--- src/rtl/neg_arbiter_if.sv ---
// Request/grant and result bus between the RDFT butterfly stages and the shared
// complex negation unit. Operands are packed per requester as [i*W +: W].
interface neg_arbiter_if #(
  parameter int NREQ = 4,
  parameter int W    = 32,
  parameter int IDW  = 2
);
  logic [NREQ-1:0]   req;
  logic [NREQ*W-1:0] req_re;
  logic [NREQ*W-1:0] req_im;
  logic [NREQ-1:0]   gnt;
  logic              rsp_valid;
  logic [IDW-1:0]    rsp_id;
  logic [W-1:0]      rsp_re;
  logic [W-1:0]      rsp_im;
  logic              rsp_ovf;
  logic              rsp_ready;

  modport master (
    output req, req_re, req_im, rsp_ready,
    input  gnt, rsp_valid, rsp_id, rsp_re, rsp_im, rsp_ovf
  );

  modport slave (
    input  req, req_re, req_im, rsp_ready,
    output gnt, rsp_valid, rsp_id, rsp_re, rsp_im, rsp_ovf
  );
endinterface

--- src/rtl/neg_arbiter.sv ---
// Round-robin shared complex negation unit (out = -in) for the RDFT stages that need
// a W^(N/2) = -1 product; one-entry registered result with rsp_ready backpressure.
module neg_arbiter #(
  parameter int NREQ = 4,
  parameter int W    = 32,
  parameter int IDW  = 2
) (
  input  logic          clk,
  input  logic          rst,
  neg_arbiter_if.slave  bus
);

  localparam logic [W-1:0] MIN_VAL = {1'b1, {(W-1){1'b0}}};

  logic [IDW-1:0] ptr_q, ptr_d;
  logic           rsp_valid_q, rsp_valid_d;
  logic [IDW-1:0] rsp_id_q, rsp_id_d;
  logic [W-1:0]   rsp_re_q, rsp_re_d;
  logic [W-1:0]   rsp_im_q, rsp_im_d;
  logic           rsp_ovf_q, rsp_ovf_d;

  logic            accept;
  logic [NREQ-1:0] gnt;
  logic            grant_any;
  logic [IDW-1:0]  gnt_idx;
  logic [IDW:0]    search_sum;
  logic [IDW-1:0]  search_idx;
  logic [W-1:0]    sel_re;
  logic [W-1:0]    sel_im;

  // accept also carries rst so gnt is held low combinationally during reset
  assign accept = rst & (~rsp_valid_q | bus.rsp_ready);

  // Search ptr, ptr+1, ..., wrapping at NREQ; first requester found wins
  always_comb begin
    gnt        = '0;
    gnt_idx    = '0;
    grant_any  = 1'b0;
    search_sum = '0;
    search_idx = '0;
    if (accept) begin
      for (int k = 0; k < NREQ; k++) begin
        search_sum = {1'b0, ptr_q} + (IDW+1)'(k);
        if (search_sum >= (IDW+1)'(NREQ)) begin
          search_sum = search_sum - (IDW+1)'(NREQ);
        end
        search_idx = search_sum[IDW-1:0];
        if (!grant_any && bus.req[search_idx]) begin
          gnt[search_idx] = 1'b1;
          gnt_idx         = search_idx;
          grant_any       = 1'b1;
        end
      end
    end
  end

  always_comb begin
    sel_re = '0;
    sel_im = '0;
    for (int i = 0; i < NREQ; i++) begin
      if (gnt[i]) begin
        sel_re = bus.req_re[i*W +: W];
        sel_im = bus.req_im[i*W +: W];
      end
    end
  end

  // A new grant overwrites the result even when it is being consumed this edge
  always_comb begin
    ptr_d       = ptr_q;
    rsp_valid_d = rsp_valid_q;
    rsp_id_d    = rsp_id_q;
    rsp_re_d    = rsp_re_q;
    rsp_im_d    = rsp_im_q;
    rsp_ovf_d   = rsp_ovf_q;
    if (grant_any) begin
      rsp_valid_d = 1'b1;
      rsp_id_d    = gnt_idx;
      rsp_re_d    = -sel_re;
      rsp_im_d    = -sel_im;
      rsp_ovf_d   = (sel_re == MIN_VAL) | (sel_im == MIN_VAL);
      ptr_d       = (gnt_idx == IDW'(NREQ-1)) ? '0 : gnt_idx + 1'b1;
    end else if (rsp_valid_q && bus.rsp_ready) begin
      rsp_valid_d = 1'b0;
    end
  end

  always_ff @(posedge clk) begin
    if (!rst) begin
      ptr_q       <= '0;
      rsp_valid_q <= 1'b0;
      rsp_id_q    <= '0;
      rsp_re_q    <= '0;
      rsp_im_q    <= '0;
      rsp_ovf_q   <= 1'b0;
    end else begin
      ptr_q       <= ptr_d;
      rsp_valid_q <= rsp_valid_d;
      rsp_id_q    <= rsp_id_d;
      rsp_re_q    <= rsp_re_d;
      rsp_im_q    <= rsp_im_d;
      rsp_ovf_q   <= rsp_ovf_d;
    end
  end

  assign bus.gnt       = gnt;
  assign bus.rsp_valid = rsp_valid_q;
  assign bus.rsp_id    = rsp_id_q;
  assign bus.rsp_re    = rsp_re_q;
  assign bus.rsp_im    = rsp_im_q;
  assign bus.rsp_ovf   = rsp_ovf_q;

  // A stalled result must not move under the consumer
  gnt_onehot: assert property (@(posedge clk) $onehot0(gnt));
  stall_stable: assert property (@(posedge clk) disable iff (!rst)
    (rsp_valid_q && !bus.rsp_ready) |=> ($stable(rsp_re_q) && $stable(rsp_im_q) &&
                                         $stable(rsp_id_q) && rsp_valid_q));

endmodule

--- src/flat_wrapper.sv ---
// flat-port wrapper written by rule: the top's interface ports become plain ports
module neg_arbiter_flat 
#(
  parameter int NREQ = 4,
  parameter int W    = 32,
  parameter int IDW  = 2
)
  (clk, rst, bus_req, bus_req_re, bus_req_im, bus_rsp_ready, bus_gnt, bus_rsp_valid, bus_rsp_id, bus_rsp_re, bus_rsp_im, bus_rsp_ovf);
  neg_arbiter_if #(.NREQ(NREQ), .W(W), .IDW(IDW)) bus_i ();
  input  logic clk;
  input  logic rst;
  input wire logic [$bits(bus_i.req)-1:0] bus_req;
  input wire logic [$bits(bus_i.req_re)-1:0] bus_req_re;
  input wire logic [$bits(bus_i.req_im)-1:0] bus_req_im;
  input wire logic [$bits(bus_i.rsp_ready)-1:0] bus_rsp_ready;
  output wire logic [$bits(bus_i.gnt)-1:0] bus_gnt;
  output wire logic [$bits(bus_i.rsp_valid)-1:0] bus_rsp_valid;
  output wire logic [$bits(bus_i.rsp_id)-1:0] bus_rsp_id;
  output wire logic [$bits(bus_i.rsp_re)-1:0] bus_rsp_re;
  output wire logic [$bits(bus_i.rsp_im)-1:0] bus_rsp_im;
  output wire logic [$bits(bus_i.rsp_ovf)-1:0] bus_rsp_ovf;
  assign bus_i.req = bus_req;
  assign bus_i.req_re = bus_req_re;
  assign bus_i.req_im = bus_req_im;
  assign bus_i.rsp_ready = bus_rsp_ready;
  assign bus_gnt = bus_i.gnt;
  assign bus_rsp_valid = bus_i.rsp_valid;
  assign bus_rsp_id = bus_i.rsp_id;
  assign bus_rsp_re = bus_i.rsp_re;
  assign bus_rsp_im = bus_i.rsp_im;
  assign bus_rsp_ovf = bus_i.rsp_ovf;
  neg_arbiter #(.NREQ(NREQ), .W(W), .IDW(IDW)) u_core (.clk(clk), .rst(rst), .bus(bus_i));
endmodule
--- config.mk ---
export PLATFORM = sky130hd
export DESIGN_NAME = neg_arbiter_flat
export DESIGN_NICKNAME = d
export VERILOG_FILES = /design/src/rtl/neg_arbiter_if.sv /design/src/rtl/neg_arbiter.sv /design/src/flat_wrapper.sv
export SDC_FILE = /design/constraint.sdc
export NUM_CORES = 1
export LEC_CHECK = 0
export CELL_PAD_IN_SITES_DETAIL_PLACEMENT = 0
export CELL_PAD_IN_SITES_GLOBAL_PLACEMENT = 1
export CORE_AREA = 2 2 131 184
export CTS_BUF_LIST = sky130_fd_sc_hd__clkbuf_2 sky130_fd_sc_hd__clkbuf_4 sky130_fd_sc_hd__clkbuf_8
export DETAILED_ROUTE_END_ITERATION = 10
export DIE_AREA = 0 0 133 186
export PLACE_DENSITY = 0.81
export SKIP_CTS_REPAIR_TIMING = 1
export SLEW_MARGIN = 20
export SYNTH_ARGS = -nofsm -noshare
export SYNTH_HDL_FRONTEND = slang
export SYNTH_SLANG_ARGS = --single-unit
--- constraint.sdc ---
create_clock -name clk -period 6.9 [get_ports clk]
set_clock_uncertainty 0.2 [all_clocks]
set_input_delay 1.38 -clock clk [delete_from_list [all_inputs] [get_ports clk]]
set_output_delay 1.38 -clock clk [all_outputs]
set_load 0.005 [all_outputs]
======== Word-level counts from Yosys, hierarchy flattened ========
Index checks and enable logic that the tools add are counted.
word-level totals
  register bits after elaboration ......... 70
  bits of input ports ..................... 263
  word-level logic and storage cells ...... 106
cells by class
  add/subtract/negate cells ............... 10
  magnitude comparators ................... 12
  equal/unequal tests ..................... 3
  muxes and demuxes ....................... 56
  bitwise gates (word level) .............. 7
  reductions and logical operators ........ 12
operator list
  cell                                                  number
  two-way mux 32 bit                                    8
  equality test 32 bit (second input constant)          2
  negation 32 bit                                       2
  two-way mux 4 bit                                     8
  two-way mux 2 bit                                     14
  two-way mux 1 bit                                     18
  < comparator 2 x 3 -> 1 bit (second input constant)   4
  OR 4 bit                                              3
  >= comparator 3 bit (second input constant)           3
  binary-select mux 1 bit (select 2 bit)                4
  demux 1 bit (select 2 bit)                            4
  >= comparator 2 x 1 -> 1 bit (second input constant)  4
  logical AND 1 bit                                     8
  subtractor 2 x 1 -> 2 bit (second input constant)     4
  adder 2 x 2 -> 3 bit (second input constant)          2
  adder 2 x 1 -> 3 bit (second input constant)          1
  >= comparator 2 x 3 -> 1 bit (second input constant)  1
  logical NOT 1 bit                                     3
  adder 2 x 1 -> 2 bit (second input constant)          1
  equality test 2 bit (second input constant)           1
  OR 1 bit                                              2
  nonzero test 2 bit                                    1
  AND 1 bit                                             1
  inverter 1 bit                                        1

======== Depth between registers and ports, before layout ========
Gate-level depths: netlist of the first run.
  word-level depth ........................ 26
  depth in mapped cells ................... 22
  mapped depth without buffers ............ 16

======== Worst setup path before layout of the first run ========
No wires, ideal clock.
  kind .................................... in2reg
  start ................................... input port bus_req[3]
  end ..................................... register u_core.rsp_re_q[26], in the netlist u_core.bus.rsp_re[26]
  arrival time ............................ 5.114 ns
  required time ........................... 6.583 ns
  path slack .............................. 1.469 ns
  cell stages on the path ................. 18
  path buffers ............................ 5
  path through ............................ mux4_2 buf_6 a2111o_1 a32oi_2 inv_2 buf_6 buf_6 clkbuf_1 nor3_1 a211oi_1 inv_1 ha_1 inv_1 nor4_2 nand3_2 buf_2 or4_1 a32o_1
between the ends
  cells in the longest elaborated chain, start to end .. 21
  elaborated cells on any way between the ends .. 38
  those cells by class .................... add/sub: 1; mux: 28; bitwise: 3; reduce/logical: 6
RTL lines
  element                                  line                RTL
  start, declared                          flat_wrapper.sv:12  input wire logic [$bits(bus_i.req)-1:0] bus_req;
  binary-select mux 1 bit (select 2 bit)   neg_arbiter.sv:48   if (!grant_any && bus.req[search_idx]) begin
  two-way mux 1 bit (implied by the code)  neg_arbiter.sv:48
  two-way mux 1 bit                        neg_arbiter.sv:48
  two-way mux 1 bit                        neg_arbiter.sv:41   if (accept) begin
  logical NOT 1 bit                        neg_arbiter.sv:48
  logical AND 1 bit                        neg_arbiter.sv:48
  two-way mux 1 bit                        neg_arbiter.sv:48
  two-way mux 1 bit                        neg_arbiter.sv:41
  (+2 left out)                            --
  two-way mux 1 bit                        neg_arbiter.sv:48
  two-way mux 1 bit                        neg_arbiter.sv:41
  logical NOT 1 bit                        neg_arbiter.sv:48
  logical AND 1 bit                        neg_arbiter.sv:48
  two-way mux 4 bit                        neg_arbiter.sv:48
  two-way mux 4 bit                        neg_arbiter.sv:41
  two-way mux 32 bit (4 in series)         neg_arbiter.sv:61   if (gnt[i]) begin
  negation 32 bit                          neg_arbiter.sv:79   rsp_re_d = -sel_re;
  end signal, assigned                     neg_arbiter.sv:100  rsp_re_q <= rsp_re_d;
  end, declared                            neg_arbiter.sv:18   logic [W-1:0] rsp_re_q, rsp_re_d;
Parallel ways exist; a longest one is shown, timed or not. The select of a mux whose other input is x is not followed.
A chain may end at the register's enable or synchronous reset.

======== Worst setup path after layout of the first run ========
  start ................................... input port bus_req[3]
  end ..................................... register u_core.rsp_im_q[26], in the netlist u_core.bus.rsp_im[26]
between the ends
  cells in the longest elaborated chain, start to end .. 21
  elaborated cells on any way between the ends .. 38
  those cells by class .................... add/sub: 1; mux: 28; bitwise: 3; reduce/logical: 6
RTL lines
  element                                  line                RTL
  binary-select mux 1 bit (select 2 bit)   neg_arbiter.sv:48
  two-way mux 1 bit (implied by the code)  neg_arbiter.sv:48
  two-way mux 1 bit                        neg_arbiter.sv:48
  two-way mux 1 bit                        neg_arbiter.sv:41
  logical NOT 1 bit                        neg_arbiter.sv:48
  logical AND 1 bit                        neg_arbiter.sv:48
  two-way mux 1 bit                        neg_arbiter.sv:48
  two-way mux 1 bit                        neg_arbiter.sv:41
  (+2 left out)                            --
  two-way mux 1 bit                        neg_arbiter.sv:48
  two-way mux 1 bit                        neg_arbiter.sv:41
  logical NOT 1 bit                        neg_arbiter.sv:48
  logical AND 1 bit                        neg_arbiter.sv:48
  two-way mux 4 bit                        neg_arbiter.sv:48
  two-way mux 4 bit                        neg_arbiter.sv:41
  two-way mux 32 bit (4 in series)         neg_arbiter.sv:61
  negation 32 bit                          neg_arbiter.sv:80   rsp_im_d = -sel_im;
  end signal, assigned                     neg_arbiter.sv:101  rsp_im_q <= rsp_im_d;
  end, declared                            neg_arbiter.sv:19   logic [W-1:0] rsp_im_q, rsp_im_d;
Parallel ways exist; a longest one is shown, timed or not. The select of a mux whose other input is x is not followed.

==> out/results.txt, run 1 <==
Peak Freq -> 0.1598 GHz
I/O pins -> 335
Share of cells above drive strength 1 -> 9.787%
Worst Path Buf+Inv -> 3
Final setup margin -> 0.6420 ns
Die Y -> 186 um
Post-Synth XOR/XNOR Area -> 2.051%
Critical path type -> in -> reg
Min Clock Period, post-route -> 6.258 ns
Synthesized flop and latch total -> 70
Kind of cell adding the most delay to the critical path -> simple AND/OR/NAND/NOR gates
Finished Cell Area -> 10420 um^2
Unique masters post-synth -> 75
WP data required -> 6.97 ns
Slew margin rel. -> 37.63%
Worst EP arrival -> 6.32 ns
Most frequent cells in the layout -> clkdlybuf4s50_1 (334), a211oi_1 (87), nor2_1 (79), nand3_1 (78)
Via count -> 8277
Die area -> 24740 um^2
Gpl congestion -> 0.9819
Post-Synth Adder-Cell Area -> 1.758%
Main combinational cell family by area after synthesis -> simple AND/OR/NAND/NOR gates
CP Max Fanout -> 37
Mux share of post-synthesis cell area -> 3.613%
Syn avg cell area -> 7.563 um^2
Pin count of the biggest net entering global routing -> 50
Area leader, netlist -> dfxtp_1
Reg2reg setup slack -> 0.97 ns
Core Region -> 23040 um^2
Hold/Removal Path Class -> reg -> reg
Post-synth ARST share -> 0%
Reg2reg end -> u_core.bus.rsp_im[26]$_SDFFE_PN0P_
Hold path depth -> 2
Met1 wire length -> 12580 um
1st-pass router iterations -> 7
Setup WS pre-CTS -> 0.2701 ns
R2R Path Start -> u_core.ptr_q[1]$_SDFFE_PN0P_
Syn Inst Count -> 847
Initial antenna violation count -> 3
Layout Cells excl Fill -> 1483
DRT Wirelength -> 33540 um
Starting density of the core -> 27.80%
Latest clock arrival within the worst-skew pair -> 0.36 ns
Crit-path cells -> clkdlybuf4s50_1 -> mux4_2 -> a31o_1 -> a221o_1 -> a32o_2 -> buf_12 -> nand3_1 -> a211oi_1 -> buf_4 -> nor4_2 -> nand4_1 -> or4_1 -> a32o_1
# nets final -> 1442
Synth Net Count -> 1119
Crit share post-route -> 90.70%
Slew @ Worst Pin -> 0.9299 ns
Met2 Routed Length -> 17150 um
Unrepaired setup endpoints after global routing -> false
Vias in the first global route -> 8204
Status -> completed
Vias per cell -> 5.581
Top Metal Used -> met5
Slowest CP cell -> nor4_2
CTS Root Cell -> clkbuf_8
Clock Sinks -> 70
Part of the Yosys area used for sequential elements -> 21.88%
Cts bufs inserted -> 9
Setup TNS -> 0 ns
Maximum vdd drop -> 0.0001675 V
Drt wl/cell -> 22.61 um
DR iter-0 viols -> 620
Hold path startpoint -> u_core.bus.rsp_im[9]$_SDFFE_PN0P_
Synth Area in Compound Gates -> 30.72%
First-pass GRT wire length -> 49650 um
GRT Total Usage -> 26.49%
DRC viols -> 0
Max clock buf depth -> 2
Clock-pin slew on the worst setup and hold paths -> 0.08 ns
Final hold viol count -> 0
Worst path max stage delay -> 0.70 ns
R2R cell count -> 14
YS warnings -> 0
Gr ovfl total -> 0
CTS tree -> built
Hpwl dp -> 26960 um
Port Buffers -> 334
Max-cap viol count -> 0
Post-synth EDFFs -> 0
Rows -> 66
Final-report setup violation count -> 0
Metal3 WL -> 2339 um
Pins Over Slew Limit -> 0
Post-Syn Area -> 6406 um^2
Die Span X -> 133 um
Nature of the critical path endpoint -> flop
Most common cell after layout, fill and taps aside -> clkdlybuf4s50_1
Post-Place Cells -> 1465
Placed cell area -> 10230 um^2
Post-synth top flop -> dfxtp_1
Antenna Nets Post-Route -> 0
Synth top area share -> 21.88%
Area Growth Syn to Fin -> 62.68%
Synth Area in Simple Gates -> 32.52%
Leakage -> 3.709 nW
Synth top area cells -> dfxtp_1 (22%), a211oi_1 (10%), nand3_1 (6.1%)
Pwr dens -> 442.8 nW/um^2
Htree depth -> 3
CP startpoint kind -> primary input
Min-Delay Endpoint -> u_core.bus.rsp_im[9]$_SDFFE_PN0P_
worst min-delay path: cells and delay by family, from the launching register on:
| kind | cells | cell delay [ns] |
|---|---|---|
| simple gates | 2 | 0.09 |
| flops | 1 | 0.31 |
state kept, by name (all words and copies together), names as in the netlist:
register	flops
u_core.bus.rsp_id	2
u_core.bus.rsp_re	32
u_core.ptr_q	2
u_core.bus.rsp_ovf	1
u_core.bus.rsp_valid	1
u_core.bus.rsp_im	32
synthesized netlist by cell type, types with 7 or more instances:
cell	number
or3_1	8
a32oi_1	8
ha_1	9
a21oi_1	22
nand4_1	13
o31ai_1	15
clkbuf_1	23
nand2b_1	15
xnor2_1	10
and2_1	7
nor3_1	55
buf_2	34
mux2i_1	13
o21ai_0	29
nor4_1	7
o22ai_1	8
inv_1	9
a32o_1	15
or4_1	10
nand3_1	78
a211oi_1	87
nor2_1	79
nand2_1	70
buf_6	11
dfxtp_1	70
through the flow:
step	total power, mW	hold WS, ns	util, %
after CTS	4.624	0.2424	45.21
final	4.615	0.2405	45.23
after detailed placement	4.273	0.2313	44.38
after global placement	4.249	0.2275	44.38
after floorplan	2.753	0.2345	-
after global routing	4.931	0.2735	45.22
cells by family after synthesis:
logic type      Yosys count
buf+inv                  90
xor+xnor                 15
flops                    70
mux                      20
fa+ha+maj                 9
compound gates          258
simple gates            385
worst max-delay path by stage:
stage          startpoint                                  to  slack, ns  depth (start not counted)
5_1_grt        bus_req[1]  u_core.bus.rsp_im[26]$_SDFFE_PN0P_       0.41                         14
3_5_place_dp   bus_req[3]  u_core.bus.rsp_im[26]$_SDFFE_PN0P_       0.27                         12
6_report       bus_req[3]  u_core.bus.rsp_im[26]$_SDFFE_PN0P_       0.64                         13
3_3_place_gp   bus_req[3]  u_core.bus.rsp_im[26]$_SDFFE_PN0P_       0.33                         12
2_1_floorplan  bus_req[3]  u_core.bus.rsp_re[26]$_SDFFE_PN0P_       1.47                         18
4_1_cts        bus_req[3]                          bus_gnt[2]       0.68                          8
per-layer routing:
layer	up-vias	track usage, %
li1	3932	-
met1	3859	28.93
met2	414	48.85
met3	70	5.120
met4	2	13.03
met5	-	0
area by class of cell:
class / instances / area [um^2]
fillers: 2315 / 12620
inverters: 12 / 47.55
clock inverters: 3 / 17.52
multi-input cells: 687 / 4568
clock buffers: 13 / 172.7
diodes: 2 / 5.005
well taps: 306 / 382.9
repair buffers: 390 / 3826
flip-flops and latches: 70 / 1401
report_power, final:
group / internal (mW) / switching [mW] / leakage, nW
logic: 1.56 / 2.02 / 3.02
registers: 0.595 / 0.113 / 0.585
clock network: 0.163 / 0.170 / 0.0989
total: 2.32 / 2.30 / 3.71
Note: power is estimated with default switching activity, not from simulation.
==> run 2, diff against run 1 <==
Settings changed: SKIP_LAST_GASP set to 1.
==> results of run 2 <==
Same layout as run 1: the final DEF is identical, and so are final timing and power.
==> run 3, diff against run 2 <==
Settings changed: CORE_AREA 2 2 131 184 to 3 3 132 185, DIE_AREA 0 0 133 186 to 0 0 135 188.
==> out/results.txt, run 3 (synthesis gave the netlist of run 1 again) <==
# nets final -> 1436
Worst EP arrival -> 6.63 ns
Met2 Routed Length -> 17420 um
Initial antenna violation count -> 0
Final-report setup violation count -> 0
Clock-pin slew on the worst setup and hold paths -> 0.08 ns
Pwr dens -> 439.1 nW/um^2
Unrepaired setup endpoints after global routing -> false
DR iter-0 viols -> 465
DRT Wirelength -> 33200 um
Latest clock arrival within the worst-skew pair -> 0.34 ns
Slew @ Worst Pin -> 0.9696 ns
Pins Over Slew Limit -> 0
Metal3 WL -> 2292 um
Via count -> 8237
WP data required -> 6.95 ns
Final hold viol count -> 0
Top Metal Used -> met4
1st-pass router iterations -> 5
Die Span X -> 135 um
Hpwl dp -> 26750 um
Crit share post-route -> 95.36%
Finished Cell Area -> 10310 um^2
Share of cells above drive strength 1 -> 9.332%
Htree depth -> 3
DRC viols -> 0
Drt wl/cell -> 22.52 um
Maximum vdd drop -> 0.0002097 V
Vias per cell -> 5.588
Gr ovfl total -> 0
Die Y -> 188 um
Rows -> 66
GRT Total Usage -> 25.30%
Max clock buf depth -> 2
Reg2reg setup slack -> 0.71 ns
Peak Freq -> 0.1520 GHz
First-pass GRT wire length -> 49190 um
Starting density of the core -> 27.80%
I/O pins -> 335
Hold/Removal Path Class -> reg -> reg
Slew margin rel. -> 34.97%
CTS tree -> built
Critical path type -> in -> reg
Placed cell area -> 10130 um^2
CP Max Fanout -> 33
CP startpoint kind -> primary input
Most common cell after layout, fill and taps aside -> clkdlybuf4s50_1
Core Region -> 23040 um^2
Vias in the first global route -> 8253
Port Buffers -> 334
Final core occ -> 44.76%
N_diodes -> 0
Status -> completed
Clock Sinks -> 70
Leakage -> 3.667 nW
Max-cap viol count -> 0
Min Clock Period, post-route -> 6.580 ns
CTS Root Cell -> clkbuf_8
Setup TNS -> 0 ns
Nature of the critical path endpoint -> flop
Gpl congestion -> 0.9368
Area Growth Syn to Fin -> 60.98%
Most frequent cells in the layout -> clkdlybuf4s50_1 (334), a211oi_1 (86), nor2_1 (79), nand3_1 (78)
Met1 wire length -> 11900 um
Pin count of the biggest net entering global routing -> 68
Die area -> 25380 um^2
Antenna Nets Post-Route -> 0
Cts bufs inserted -> 9
==> run 3: changes by cell type in the layout (fill, tap and decap cells not counted), sizes merged <==
cell	previous run	this run
inv	11	10
clkbuf	13	11
diode	2	0
buf	56	50
clkinv	3	5
==> run 3: path summary, 6_finish.rpt <==
path,from,endpoint,cells past startpoint
max,bus_req[3],u_core.bus.rsp_im[26]$_SDFFE_PN0P_,12
min,u_core.bus.rsp_im[9]$_SDFFE_PN0P_,u_core.bus.rsp_im[9]$_SDFFE_PN0P_,2
max reg2reg,u_core.ptr_q[1]$_SDFFE_PN0P_,u_core.bus.rsp_im[26]$_SDFFE_PN0P_,13
min reg2reg,u_core.bus.rsp_im[9]$_SDFFE_PN0P_,u_core.bus.rsp_im[9]$_SDFFE_PN0P_,2
==> run 3: cell type report <==
cell class / count / area [um^2]
fill: 2323 / 12730
multi-input combinational: 687 / 4564
timing repair buffer: 384 / 3744
sequential: 70 / 1401
tap: 306 / 382.9
clock buffer: 11 / 151.4
inverter: 12 / 46.29
clock inverter: 4 / 22.52
==> run 3: metal layers <==
layer	up-vias	global-route usage (%)
met1	3867	27.43
li1	3909	-
met4	0	11.17
met2	382	46.65
met3	79	5.287
met5	-	0
==> run 3: where the power goes <==
part | internal (mW) | switching (mW)
Clock | 0.146 | 0.158
Sequential | 0.595 | 0.114
Combinational | 1.50 | 2.01
Total | 2.25 | 2.28
==> run 3: worst max-delay path: stages <==
cell and delay, ns:
clkdlybuf4s50_1 0.51, mux4_2 0.65, a2111o_1 0.47, a32oi_4 0.21, clkinv_2 0.42, buf_4 0.33
a211oi_1 0.18, a211oi_1 0.15, nor4_2 0.77, nand4_1 0.62, or4_1 0.67, a32o_1 0.25
==> run 3: per-stage QoR <==
step                power [mW]  cells  setup WS [ns]  hold slack (ns)
floorplan                2.753    847          1.469           0.2345
detailed placement       4.237   1459       -0.01339           0.2308
finish                   4.528   1474         0.3200           0.2350
global route             4.886   1474        0.04923           0.2596
global placement         4.210   1459        0.02855           0.2268
CTS                      4.561   1474         0.3570           0.2401
